--- src/rtl/irq_trap_sequencer_pkg.sv ---
// Shared definitions for the trap sequencer: cause codes, interrupt bit positions,
// FSM encoding and the trap-vector computation.
package irq_trap_sequencer_pkg;

  // Machine interrupt codes; also their bit positions in mie/mip.
  localparam int unsigned IrqMsi = 3;
  localparam int unsigned IrqMti = 7;
  localparam int unsigned IrqMei = 11;

  localparam int unsigned CauseCodeW = 5;

  typedef enum logic [1:0] {
    StIdle,
    StDrain,
    StCommit,
    StRedirect
  } state_e;

  // Direct mode always; vectored mode (mtvec[1:0] == 01) offsets interrupts by 4 * code.
  function automatic logic [31:0] trap_vector(logic [31:0] mtvec, logic is_irq,
                                              logic [CauseCodeW-1:0] code);
    logic [31:0] base;
    base = {mtvec[31:2], 2'b00};
    if (mtvec[1:0] == 2'b01 && is_irq) begin
      base = base + {25'b0, code, 2'b00};
    end
    return base;
  endfunction

endpackage

--- src/rtl/irq_priority_enc.sv ---
// Interrupt eligibility and fixed-priority selection (MEI > MSI > MTI).
module irq_priority_enc
  import irq_trap_sequencer_pkg::*;
(
  input  logic                  msip,
  input  logic                  mtip,
  input  logic                  meip,
  input  logic [31:0]           mie_bits,
  input  logic                  mstatus_mie,
  input  logic [1:0]            priv,
  output logic                  irq_valid,
  output logic [CauseCodeW-1:0] irq_code
);

  logic global_en;
  logic mei_en, msi_en, mti_en;
  logic unused_mie;

  // Below machine mode interrupts are always globally enabled.
  assign global_en = (priv != 2'b11) | mstatus_mie;

  assign mei_en = meip & mie_bits[IrqMei] & global_en;
  assign msi_en = msip & mie_bits[IrqMsi] & global_en;
  assign mti_en = mtip & mie_bits[IrqMti] & global_en;

  assign unused_mie = ^{mie_bits[31:12], mie_bits[10:8], mie_bits[6:4], mie_bits[2:0]};

  always_comb begin
    irq_valid = 1'b0;
    irq_code  = '0;
    if (mei_en) begin
      irq_valid = 1'b1;
      irq_code  = CauseCodeW'(IrqMei);
    end else if (msi_en) begin
      irq_valid = 1'b1;
      irq_code  = CauseCodeW'(IrqMsi);
    end else if (mti_en) begin
      irq_valid = 1'b1;
      irq_code  = CauseCodeW'(IrqMti);
    end
  end

endmodule

--- src/rtl/irq_trap_sequencer.sv ---
// Trap entry sequencer: selects an exception or interrupt, drains the pipeline,
// commits the trap to the CSR file and redirects fetch to the trap vector.
module irq_trap_sequencer
  import irq_trap_sequencer_pkg::*;
#(
  parameter int unsigned DRAIN_MAX = 15
) (
  input  logic        clk,
  input  logic        rst,
  input  logic        exc_valid,
  input  logic [4:0]  exc_cause,
  input  logic [31:0] exc_pc,
  input  logic [31:0] exc_tval,
  input  logic [31:0] irq_pc,
  input  logic        msip,
  input  logic        mtip,
  input  logic        meip,
  input  logic [31:0] mie_bits,
  input  logic        mstatus_mie,
  input  logic [1:0]  priv,
  input  logic [31:0] mtvec,
  input  logic        pipe_idle,
  output logic        flush_req,
  output logic        trap_valid,
  output logic [31:0] trap_cause,
  output logic [31:0] trap_epc,
  output logic [31:0] trap_tval,
  output logic        redirect_valid,
  output logic [31:0] redirect_pc,
  output logic        busy,
  output logic        drain_timeout
);

  localparam int unsigned CntW = ($clog2(DRAIN_MAX + 1) > 4) ? $clog2(DRAIN_MAX + 1) : 4;
  localparam logic [CntW:0] DrainMax = (CntW + 1)'(DRAIN_MAX);

  state_e                state_q, state_d;
  logic [CntW-1:0]       cnt_q;
  logic [CntW:0]         cnt_inc;
  logic                  drain_full;
  logic [31:0]           cause_q, epc_q, tval_q;
  logic                  timeout_q;
  logic                  irq_valid;
  logic [CauseCodeW-1:0] irq_code;
  logic                  sel_valid;

  irq_priority_enc u_irq_priority_enc (
    .msip        (msip),
    .mtip        (mtip),
    .meip        (meip),
    .mie_bits    (mie_bits),
    .mstatus_mie (mstatus_mie),
    .priv        (priv),
    .irq_valid   (irq_valid),
    .irq_code    (irq_code)
  );

  assign sel_valid = exc_valid | irq_valid;

  // Counts this DRAIN cycle too, so DRAIN lasts at most DRAIN_MAX cycles.
  assign cnt_inc    = {1'b0, cnt_q} + (CntW + 1)'(1);
  assign drain_full = cnt_inc >= DrainMax;

  always_ff @(posedge clk or posedge rst) begin
    if (rst) begin
      state_q <= StIdle;
    end else begin
      state_q <= state_d;
    end
  end

  always_comb begin
    state_d = state_q;
    unique case (state_q)
      StIdle:     if (sel_valid) state_d = StDrain;
      StDrain:    if (pipe_idle || drain_full) state_d = StCommit;
      StCommit:   state_d = StRedirect;
      StRedirect: state_d = StIdle;
      default:    state_d = StIdle;
    endcase
  end

  always_ff @(posedge clk or posedge rst) begin
    if (rst) begin
      cause_q   <= '0;
      epc_q     <= '0;
      tval_q    <= '0;
      cnt_q     <= '0;
      timeout_q <= 1'b0;
    end else begin
      if (state_q == StIdle && sel_valid) begin
        // Synchronous exceptions win over any pending interrupt.
        cause_q <= exc_valid ? {27'b0, exc_cause} : {1'b1, 26'b0, irq_code};
        epc_q   <= exc_valid ? exc_pc : irq_pc;
        tval_q  <= exc_valid ? exc_tval : 32'b0;
        cnt_q   <= '0;
      end
      if (state_q == StDrain) begin
        if (cnt_q != '1) cnt_q <= cnt_q + 1'b1;
        if (!pipe_idle && drain_full) timeout_q <= 1'b1;
      end
    end
  end

  always_comb begin
    flush_req      = 1'b0;
    trap_valid     = 1'b0;
    redirect_valid = 1'b0;
    redirect_pc    = '0;
    busy           = 1'b1;
    unique case (state_q)
      StIdle:     busy = 1'b0;
      StDrain:    flush_req = 1'b1;
      StCommit:   trap_valid = 1'b1;
      StRedirect: begin
        redirect_valid = 1'b1;
        redirect_pc    = trap_vector(mtvec, cause_q[31], cause_q[CauseCodeW-1:0]);
      end
      default:    busy = 1'b0;
    endcase
  end

  assign trap_cause    = cause_q;
  assign trap_epc      = epc_q;
  assign trap_tval     = tval_q;
  assign drain_timeout = timeout_q;

endmodule

--- config.mk ---
export PLATFORM = sky130hd
export DESIGN_NAME = irq_trap_sequencer
export DESIGN_NICKNAME = d
export VERILOG_FILES = /design/src/rtl/irq_trap_sequencer_pkg.sv /design/src/rtl/irq_priority_enc.sv /design/src/rtl/irq_trap_sequencer.sv
export SDC_FILE = /design/constraint.sdc
export NUM_CORES = 1
export LEC_CHECK = 0
export CORE_MARGIN = 2
export CORE_UTILIZATION = 33
export CTS_CLUSTER_SIZE = 40
export DETAILED_ROUTE_END_ITERATION = 10
export PLACE_DENSITY = 0.82
export SLEW_MARGIN = 20
export SYNTH_ARGS = -nofsm -noshare
export SYNTH_HDL_FRONTEND = slang
export SYNTH_SLANG_ARGS = --single-unit
export TNS_END_PERCENT = 100
--- constraint.sdc ---
create_clock -name clk -period 2.75 [get_ports clk]
set_clock_uncertainty 0.2 [all_clocks]
set_input_delay 0.55 -clock clk [delete_from_list [all_inputs] [get_ports clk]]
set_output_delay 0.55 -clock clk [all_outputs]
set_load 0.005 [all_outputs]
==> impl_results.md <==
* Largest family of logic cells by synthesized area: simple AND/OR/NAND/NOR gates
* GRT overflow at 0
* Hold violation count in the final report at 0
* Setup ws final at -0.321 ns
* Initial Utilization at 33.4%
* Startpoint class of the critical path: flop
* TritonCTS clock tree: yes
* Synth Register Bits at 77
* Critical Path AT at 2.32 ns
* Pin count of the biggest net entering global routing at 84
* Max-Cap Viols at 0
* Internal at 0.00442 W
* Max incr delay on CP at 0.44 ns
* First-pass GRT wire length at 24,100 µm
* Die area at 0.0148 mm²
* WL per Instance at between 15 and 20 µm
* Final core utilization at 60.5%
* Number of nets in the layout at between 1,000 and 1,500
* Hold buffer count at cts at 0
* Asr flop ratio synth at 100%
* Register area share after synthesis at 42.1%
* Core Rows at 43
* CP Data Required Time at 2.00 ns
* Multi-input combinational cell area at 0.00269 mm²
* Final Critical Period at around 3.1 ns
* Core Region at 0.0137 mm²
* Met3 wire len at about 1500 µm
* Final critical-path share of the clock period at 112%
* Placed cells at 1,003
* Number of synthesized flops with an enable pin at 0
* Final antenna-violating net count at 0
* Seq. cell area at 0.00193 mm²
* Gate power share at between 50 and 60%
* Critical path, cell by cell: ha_4 -> a211oi_4 -> o21ai_4 -> buf_6 -> o2111ai_1 -> xor2_1 -> nor2_1 -> clkdlybuf4s15_2
* Synth Area in Compound Gates at a little over a tenth
* Vias in the first global route at 4,911
* Post-Synth XOR/XNOR Area at 3.64%
* HP Class: flop to flop
* Status: complete, but fails checks
* Total GRT Usage at ~21%
* Distinct cells, synth at 46
* Diodes inserted at 0
* RSZ-0062 raised after global routing: true
* DRT Pass-1 Iters at 4
* Drt first-iter violations at 235
* IO buf count at 250
* Wl on met1 at around 6000 µm
* Clk Latency, worst-skew pair at 0.33 ns
* Average cell area after synthesis at 8.49 µm²
* Fmax achieved at approximately 330 MHz
* Routed wire length at 16,200 µm
* Max Used Layer: met4
* Number of buffers created by CTS at 9
* Psw at 0.00249 W
* Largest fanout on the critical path at 5
* Die height at roughly 120 µm
* Die W at 122 µm
* CP Capture Type: primary output
* Clk buf depth at 2
* Final HPWL DP at 11,500 µm
* Worst r2r path cells at 7
* Simple-gate area share of the yosys netlist at between 20% and 30%
* Mux cell area share after synthesis at approximately 7.7%
* Hold Path Cell Cnt at 2
* CTS sink cnt at 77
* DR WL met2 at roughly 8000 µm
* Post-Syn Area at 0.00458 mm²
* Io pins at about 300
* Filler instances at about 1,200
* Clock slew at reported path FFs at about 0.06 ns
* Reg power frac at between 20% and 30%
* Mapped Cells at 539
* Slew headroom at 59.7%
* Adder-cell share of the synthesized area at 3.44%
* Final Max Slew Viols at 0
* Most used DFF post-synth: dfrtp_1
* Setup CP Type: flop to primary output
* Routed via count at about 5,100
* Failing checks: setup timing
* Slew @ Worst Pin at 0.604 ns
* Root buf cell: clkbuf_16
* DRC at 0
* CP max stage cell: dfrtp_2
* GPL Wtd Cong at 0.877
* Area grow syn2layout at 81.3%
* Initial antenna violation count at 0
* Synth warnings at 0
* Clock power frac at 17.5%
* Pwr dens at 833 mW/mm²
* Layout Cells excl Fill at 1,045
* Leak pwr at 3.83 nW
* H-tree depth at 3
* Layout cells sized above 1 at 21.7%
* Sw Share at 36.1%
* VDD IR-drop max at 0.478 mV
* # setup viols final at 27
* Vias/cell at 4.84
## cell usage in the layout (no fill, tap or decap), types with 4 or more instances in the layout
| cell type | n |
|---|---|
| nand2_1 | 122 |
| clkdlybuf4s50_1 | 195 |
| buf_12 | 4 |
| conb_1 | 28 |
| ha_1 | 5 |
| clkbuf_16 | 9 |
| buf_2 | 30 |
| mux2i_1 | 33 |
| dfrtp_1 | 76 |
| inv_1 | 12 |
| buf_6 | 14 |
| buf_4 | 70 |
| nand3_2 | 5 |
| a21oi_2 | 4 |
| o21ai_4 | 5 |
| nor2_1 | 29 |
| xor2_1 | 16 |
| ha_4 | 6 |
| clkdlybuf4s15_2 | 4 |
| o21ai_0 | 42 |
| a21oi_1 | 9 |
| nand3_1 | 42 |
| o31ai_1 | 5 |
| nor3_2 | 4 |
| nand4_1 | 8 |
| dlygate4sd2_1 | 15 |
## critical path: cells and delay by family (launching register included)
kind	cells	cell delay, ns
compound gates	3	0.53
fa+ha+maj	1	0.26
xor+xnor	1	0.28
simple gates	1	0.11
buf+inv	2	0.37
flops	1	0.44
## synthesized netlist by cell type (5+ instances only)
cell type | n | area share (%)
nand2_1 | 124 | 10
dfrtp_1 | 77 | 42
nand3_1 | 49 | 5.4
o21ai_0 | 47 | 5.1
mux2i_1 | 34 | 7.4
nor2_1 | 32 | 2.6
buf_4 | 28 | 4.6
clkbuf_1 | 22 | 1.8
xor2_1 | 16 | 3.1
a21oi_1 | 13 | 1.4
inv_1 | 13 | 1.1
ha_1 | 11 | 3.0
nand4_1 | 8 | 1.1
a211oi_1 | 5 | 0.82
nor3_1 | 5 | 0.55
o31ai_1 | 5 | 0.82
## area by class of cell
type	instances	area share, %
timing repair buffer	337	37.3
inverter	14	0.678
clock buffer	9	2.71
clock inverter	7	0.980
tap	180	2.71
multi-input combinational	421	32.4
sequential	77	23.2
## repair_timing
action                                  CTS  global route
endpoints found under the setup margin   30            29
gates resized for setup                 196            27
buffers inserted                         19             8
gates cloned                              0             0
pin swaps                                42            33
## per-stage QoR
step / hold WS [ns] / setup TNS (ns) / area [µm²] / worst slack (ns) / power [W]
after floorplan: 0.263 / -0.0409 / 4700 / -0.0104 / 0.00328
after global placement: 0.249 / -24.15 / 7630 / -0.978 / 0.00524
after detailed placement: 0.256 / -25.33 / 7630 / -1.02 / 0.00534
after CTS: 0.268 / -6.07 / 8140 / -0.341 / 0.00676
after global routing: 0.283 / -7.58 / 8300 / -0.407 / 0.00741
final: 0.262 / -5.51 / 8300 / -0.321 / 0.00692
## path summary, 6_finish.rpt
kind	from	end	slack, ns
worst max-delay path	trap_cause[1]	redirect_pc[29]	-0.32
worst min register to register	trap_tval[20]	trap_tval[20]	0.26
worst max register to register	cnt_q[0]	state_q[1]	0.52
min in group asynchronous	rst	trap_tval[14]	0.38
max in group asynchronous	rst	drain_timeout	1.39
worst min-delay path	trap_tval[20]	trap_tval[20]	0.26
## cell families (layout without fill, tap and decap cells)
family | after synthesis | count (layout)
xor gates and xnor gates | 19 | 19
AOI/OAI and AO/OA | 86 | 86
DFF | 77 | 77
other | 1 | 28
buffers and inverters | 68 | 367
and+or+nand+nor | 241 | 241
muxes | 35 | 35
adders and majority gates | 12 | 12
## metal layers
metal | up-vias | GRT usage, %
met5 | - | 0
met4 | 0 | 10.3
met3 | 51 | 7.07
met2 | 250 | 36.0
met1 | 2327 | 22.2
li1 | 2429 | -
## sequential cells by signal, indices dropped and copies added, names as in the netlist
| signal | flops |
|---|---|
| cnt_q | 4 |
| drain_timeout | 1 |
| state_q | 2 |
| trap_cause | 6 |
| trap_epc | 32 |
| trap_tval | 32 |
## power by group through the flow
stage	registers (W)	clock network, W	logic, W
after detailed placement	0.00195	0	0.00339
after CTS	0.00194	0.00125	0.00357
after global placement	0.00192	0	0.00333
final	0.00194	0.00121	0.00376
after global routing	0.00201	0.00129	0.00410
after floorplan	0.00196	0	0.00132
No activity file was read; power rests on OpenSTA's default activity.
==> edit 1 (same settings) <==
The parameter `DRAIN_MAX` goes from 15 to 30.
--- a/src/rtl/irq_trap_sequencer.sv
+++ b/src/rtl/irq_trap_sequencer.sv
@@ -3,7 +3,7 @@
 module irq_trap_sequencer
   import irq_trap_sequencer_pkg::*;
 #(
-  parameter int unsigned DRAIN_MAX = 15
+  parameter int unsigned DRAIN_MAX = 30
 ) (
   input  logic        clk,
   input  logic        rst,
Check against the original RTL: no difference found for any inputs over 10 cycles, from zero or initial values and one cycle with rst high; that may be too few to reach the edited logic, so the function may still have changed.
==> edit 1 against the original RTL <==
- the run still ends with setup timing left
- utilization rose by 0.46 points
- total power up 0.89%
- synthesized cell count grew 0.74%
- synthesized area is 3.2% higher
- final cell count increased by 0.48%
- routed wire length increased by 5.9%
- highest routed layer unchanged
- worst setup slack got worse by 0.27 ns
- design area is 2.3% higher
- sequential cell count grew 1
==> edit 1: results (changes against the original RTL) <==
global-route wire length before repair=25.05 mm (+4.0%); Slew HR=63.71% (+4.0 points); Final Non-Filler Cells=1,050 (+0.48%); final worst setup slack=-0.5892 ns (-0.2685 ns); Cells after DPL=1,007 (+0.40%); via density per instance=4.871 (+0.67%); largest net degree at the start of global routing=69 (-18%); DPL Wire Length=12.02 mm (+4.5%); internal reg-to-reg setup slack=0.18 ns (-0.34 ns); register area share after synthesis=41.31% (-0.79 points); starting DRC count in detailed routing=237 (+0.85%); Setup Buffers After CTS=15 (-4); setup TNS=-10.68 ns (-5.176 ns); Final Setup Violations=27 (unchanged); failing checks=setup timing; xor/xnor share of the synthesized area=3.708% (+0.072 points); layout cells sized above 1=21.61% (-0.12 points); worst ir drop on vdd=0.0004916 V (+2.8%); GRT Util Overall=21.00% (+0.36 points); HP Start=trap_tval[13]$_DFFE_PP0P_; Post-synth ARST share=100.0% (unchanged); post-synthesis mux area share=8.289% (+0.61 points); status=finished with violations; Seq group=1.98 mW (+2%); fillers=1,178 (-0.17%); Synth area leaders=dfrtp_1 41%, nand2_1 10%, mux2i_1 8.1%, nand3_1 4.8%, o21ai_0 4.7%; cell-internal power=4.482 mW (+1.4%); vias in the first global route=5,090 (+3.6%); hold endpoint=trap_tval[13]$_DFFE_PP0P_; Post-Synth Adder-Cell Area=3.602% (+0.16 points); Synth Area in Compound Gates=10.88% (-0.023 points); routed wire length=17.16 mm (+5.9%); Synth Instances=543 (+0.74%)
==> edit 1: cell type report <==
cell class	count	area [um2]	area share, %
Clock buffer	12	256.5	3.020
Clock inverter	4	55.05	0.6482
Inverter	12	50.05	0.5893
Multi-Input combinational cell	420	2759	32.48
Sequential cell	78	1953	23.00
Tap cell	180	225.2	2.652
Timing Repair Buffer	344	3194	37.61
==> edit 1: worst max-delay path: stages, from the launching register on <==
cell     delay (ns)
dfrtp_1        0.43
ha_4           0.20
fa_2           0.39
a211o_1        0.30
a21oi_2        0.17
buf_6          0.15
buf_6          0.10
buf_6          0.09
nor3b_1        0.06
xnor2_1        0.13
nor2_1         0.11
buf_2          0.12
==> edit 1: worst max-delay path by stage <==
stage,start,to
3_5_place_dp,mtvec[2],redirect_pc[28]
3_3_place_gp,mtvec[2],redirect_pc[28]
5_1_grt,trap_cause[0]$_DFFE_PP0P_,redirect_pc[10]
4_1_cts,trap_cause[0]$_DFFE_PP0P_,redirect_pc[12]
6_report,trap_cause[0]$_DFFE_PP0P_,redirect_pc[10]
2_1_floorplan,rst,cnt_q[0]$_DFF_PP0_
==> edit 1: per-layer routing <==
metal  vias to the layer above  GRT usage (%)  wire [um]  part of all wire, %
li1                       2438              -          -                    -
met1                      2395          22.65       6342                   37
met2                       229          38.19       8729                   51
met3                        53          6.639       1508                  8.8
met4                         0          8.026        573                  3.3
met5                         -              0          0                    0
==> edit 1: stage by stage <==
step / worst slack, ns / area [um2] / hold slack [ns]
after global placement: -1.040 / 7795 / 0.2464
after global routing: -0.6482 / 8493 / 0.2930
final: -0.5892 / 8493 / 0.2629
after CTS: -0.5125 / 8274 / 0.2686
after detailed placement: -1.097 / 7795 / 0.2526
after floorplan: 0.002436 / 4841 / 0.2510
==> edit 2 (same settings) <==
Made on the original files. Make the reset (`rst`) synchronous in 2 clocked blocks.
--- a/src/rtl/irq_trap_sequencer.sv
+++ b/src/rtl/irq_trap_sequencer.sv
@@ -61,7 +61,7 @@
   assign cnt_inc    = {1'b0, cnt_q} + (CntW + 1)'(1);
   assign drain_full = cnt_inc >= DrainMax;
 
-  always_ff @(posedge clk or posedge rst) begin
+  always_ff @(posedge clk) begin
     if (rst) begin
       state_q <= StIdle;
     end else begin
@@ -80,7 +80,7 @@
     endcase
   end
 
-  always_ff @(posedge clk or posedge rst) begin
+  always_ff @(posedge clk) begin
     if (rst) begin
       cause_q   <= '0;
       epc_q     <= '0;
Formal check against the unedited RTL: differs if rst is asserted again (counterexample within 4 cycles, from zero or initial values and one cycle with rst high); with rst held inactive, the same outputs for 10 cycles.
==> edit 2 against the original RTL <==
- the flow still finishes with violations (setup timing)
- total power decreased by 14%
- routed wire length increased by 15%
- hold slack better by 0.010 ns
- sequential cell count is the same
- register-to-register slack worse by 0.17 ns
- worst setup slack lost 0.092 ns
- synthesized area grew 3.5%
- design area grew 3.3%
- critical endpoint is now redirect_pc[24]
- largest cell class is now multi-input gates
- largest power group unchanged
- highest routed layer unchanged
==> edit 2: results (changes against the original RTL) <==
DP Area=7767 um2 (+1.8%); worst r2r src=state_q[0]$_SDFFE_PP0P_; gpl congestion=0.8808 (+0.39%); worst ir drop on vdd=0.0006449 V (+35%); GRT Util Overall=22.64% (+2.0 points); crit path max-delay cell type=fa_2; Final Non-Filler Cells=1,078 (+3.2%); clock network power=1.31 mW (+8%); Detail Route met3 WL=1.778 mm (+18%); hold endpoint=trap_tval[4]$_SDFFE_PP0P_; HP Start=trap_tval[4]$_SDFFE_PP0P_; largest net degree at the start of global routing=71 (-15%); worst setup path end=redirect_pc[24]; Metal-1 WL=6.531 mm (+8.2%); routed wire length=18.65 mm (+15%); P per Cell Area=691.5 nW/um2 (-17%); CTS clk-pin slew, worst paths=0.06 ns (about the same); Hold Slack=0.2724 ns (+0.01021 ns); Top delay family on crit path=adder cells; Comb pwr share=51.0% (-3.4 points); Worst EP arrival=2.41 ns (+0.09 ns); failing checks=setup timing; CTS root buf=clkbuf_16; internal reg-to-reg setup slack=0.35 ns (-0.17 ns); most instantiated cells after synthesis=83 x a21oi_1, 77 x dfxtp_1, 48 x nand3_1, 45 x o21ai_0, 42 x mux2i_1; starting DRC count in detailed routing=303 (+29%); Cells after DPL=1,032 (+2.9%); cells on worst reg2reg path=6 (-1); switching power total=2.134 mW (-14%); Synth Instances=577 (+7.1%); met2 WL=9.722 mm (+21%); Max FO, Critical Path=4 (-1); Post-synth ARST share=0% (-100 points); layout cells sized above 1=24.61% (+2.9 points); final worst setup slack=-0.4132 ns (-0.09244 ns); vias in the first global route=5,453 (+11%); status=finished with violations; measured slew at the worst slew-check pin=0.9415 ns (+0.3377 ns); register area share after synthesis=32.54% (-9.6 points); Synth area leaders=dfxtp_1 33%, mux2i_1 8.9%, a21oi_1 8.8%, a211oi_1 5.9%, nand3_1 5.1%; initial antenna violation count=1 (+1); grt met2 use=42.34% (+6.3 points); crit path launch=mtvec[2]; global-route wire length before repair=27.03 mm (+12%); Yosys cell types=57 (+24%); grt met3 use=7.280% (+0.21 points); DR pass1 iterations=7 (+3); DPL Wire Length=12.61 mm (+9.6%); setup TNS=-7.758 ns (-2.250 ns); Final Setup Violations=26 (-3.7%); Top FF cell, synth=dfxtp_1; r2r endpoint=trap_cause[1]$_SDFFE_PP0P_; vias=5,704 (+13%); GR Util met1=23.22% (+1.0 points); Static Leak=3.475 nW (-9.2%); Critical Path Max Stage Delay=0.39 ns (-0.05 ns); pre-CTS WS=-1.044 ns (-0.02914 ns)
edit 2: what timing repair did:
item | 4_1_cts | 5_1_grt
endpoints found under the hold margin | 0 | 0
hold buffers | 0 | 0
endpoints found under the setup margin | 30 | 29
setup buffers | 22 | 13
gates cloned | 3 | 1
pin swaps | 39 | 28
resized for setup | 203 | 49
edit 2: logic make-up after synthesis:
| family | after synthesis | synth area share, % |
|---|---|---|
| XOR/XNOR | 4 | 0.7397 |
| AND/OR/NAND/NOR | 153 | 18.36 |
| flip-flops | 77 | 32.54 |
| AO/OA/AOI/OAI | 203 | 26.47 |
| multiplexers | 42 | 8.875 |
| buffers and inverters | 85 | 9.614 |
| other | 1 | 0.07916 |
| adder cells (fa/ha/maj) | 12 | 3.328 |
edit 2: cell type report:
cell class	count	area, um2
flip-flops and latches	77	1553
well taps	180	225.2
inverters	8	31.28
repair buffers	354	3211
clock buffers	9	225.2
clock inverters	7	105.1
fillers	1173	5358
multi-input cells	443	3227
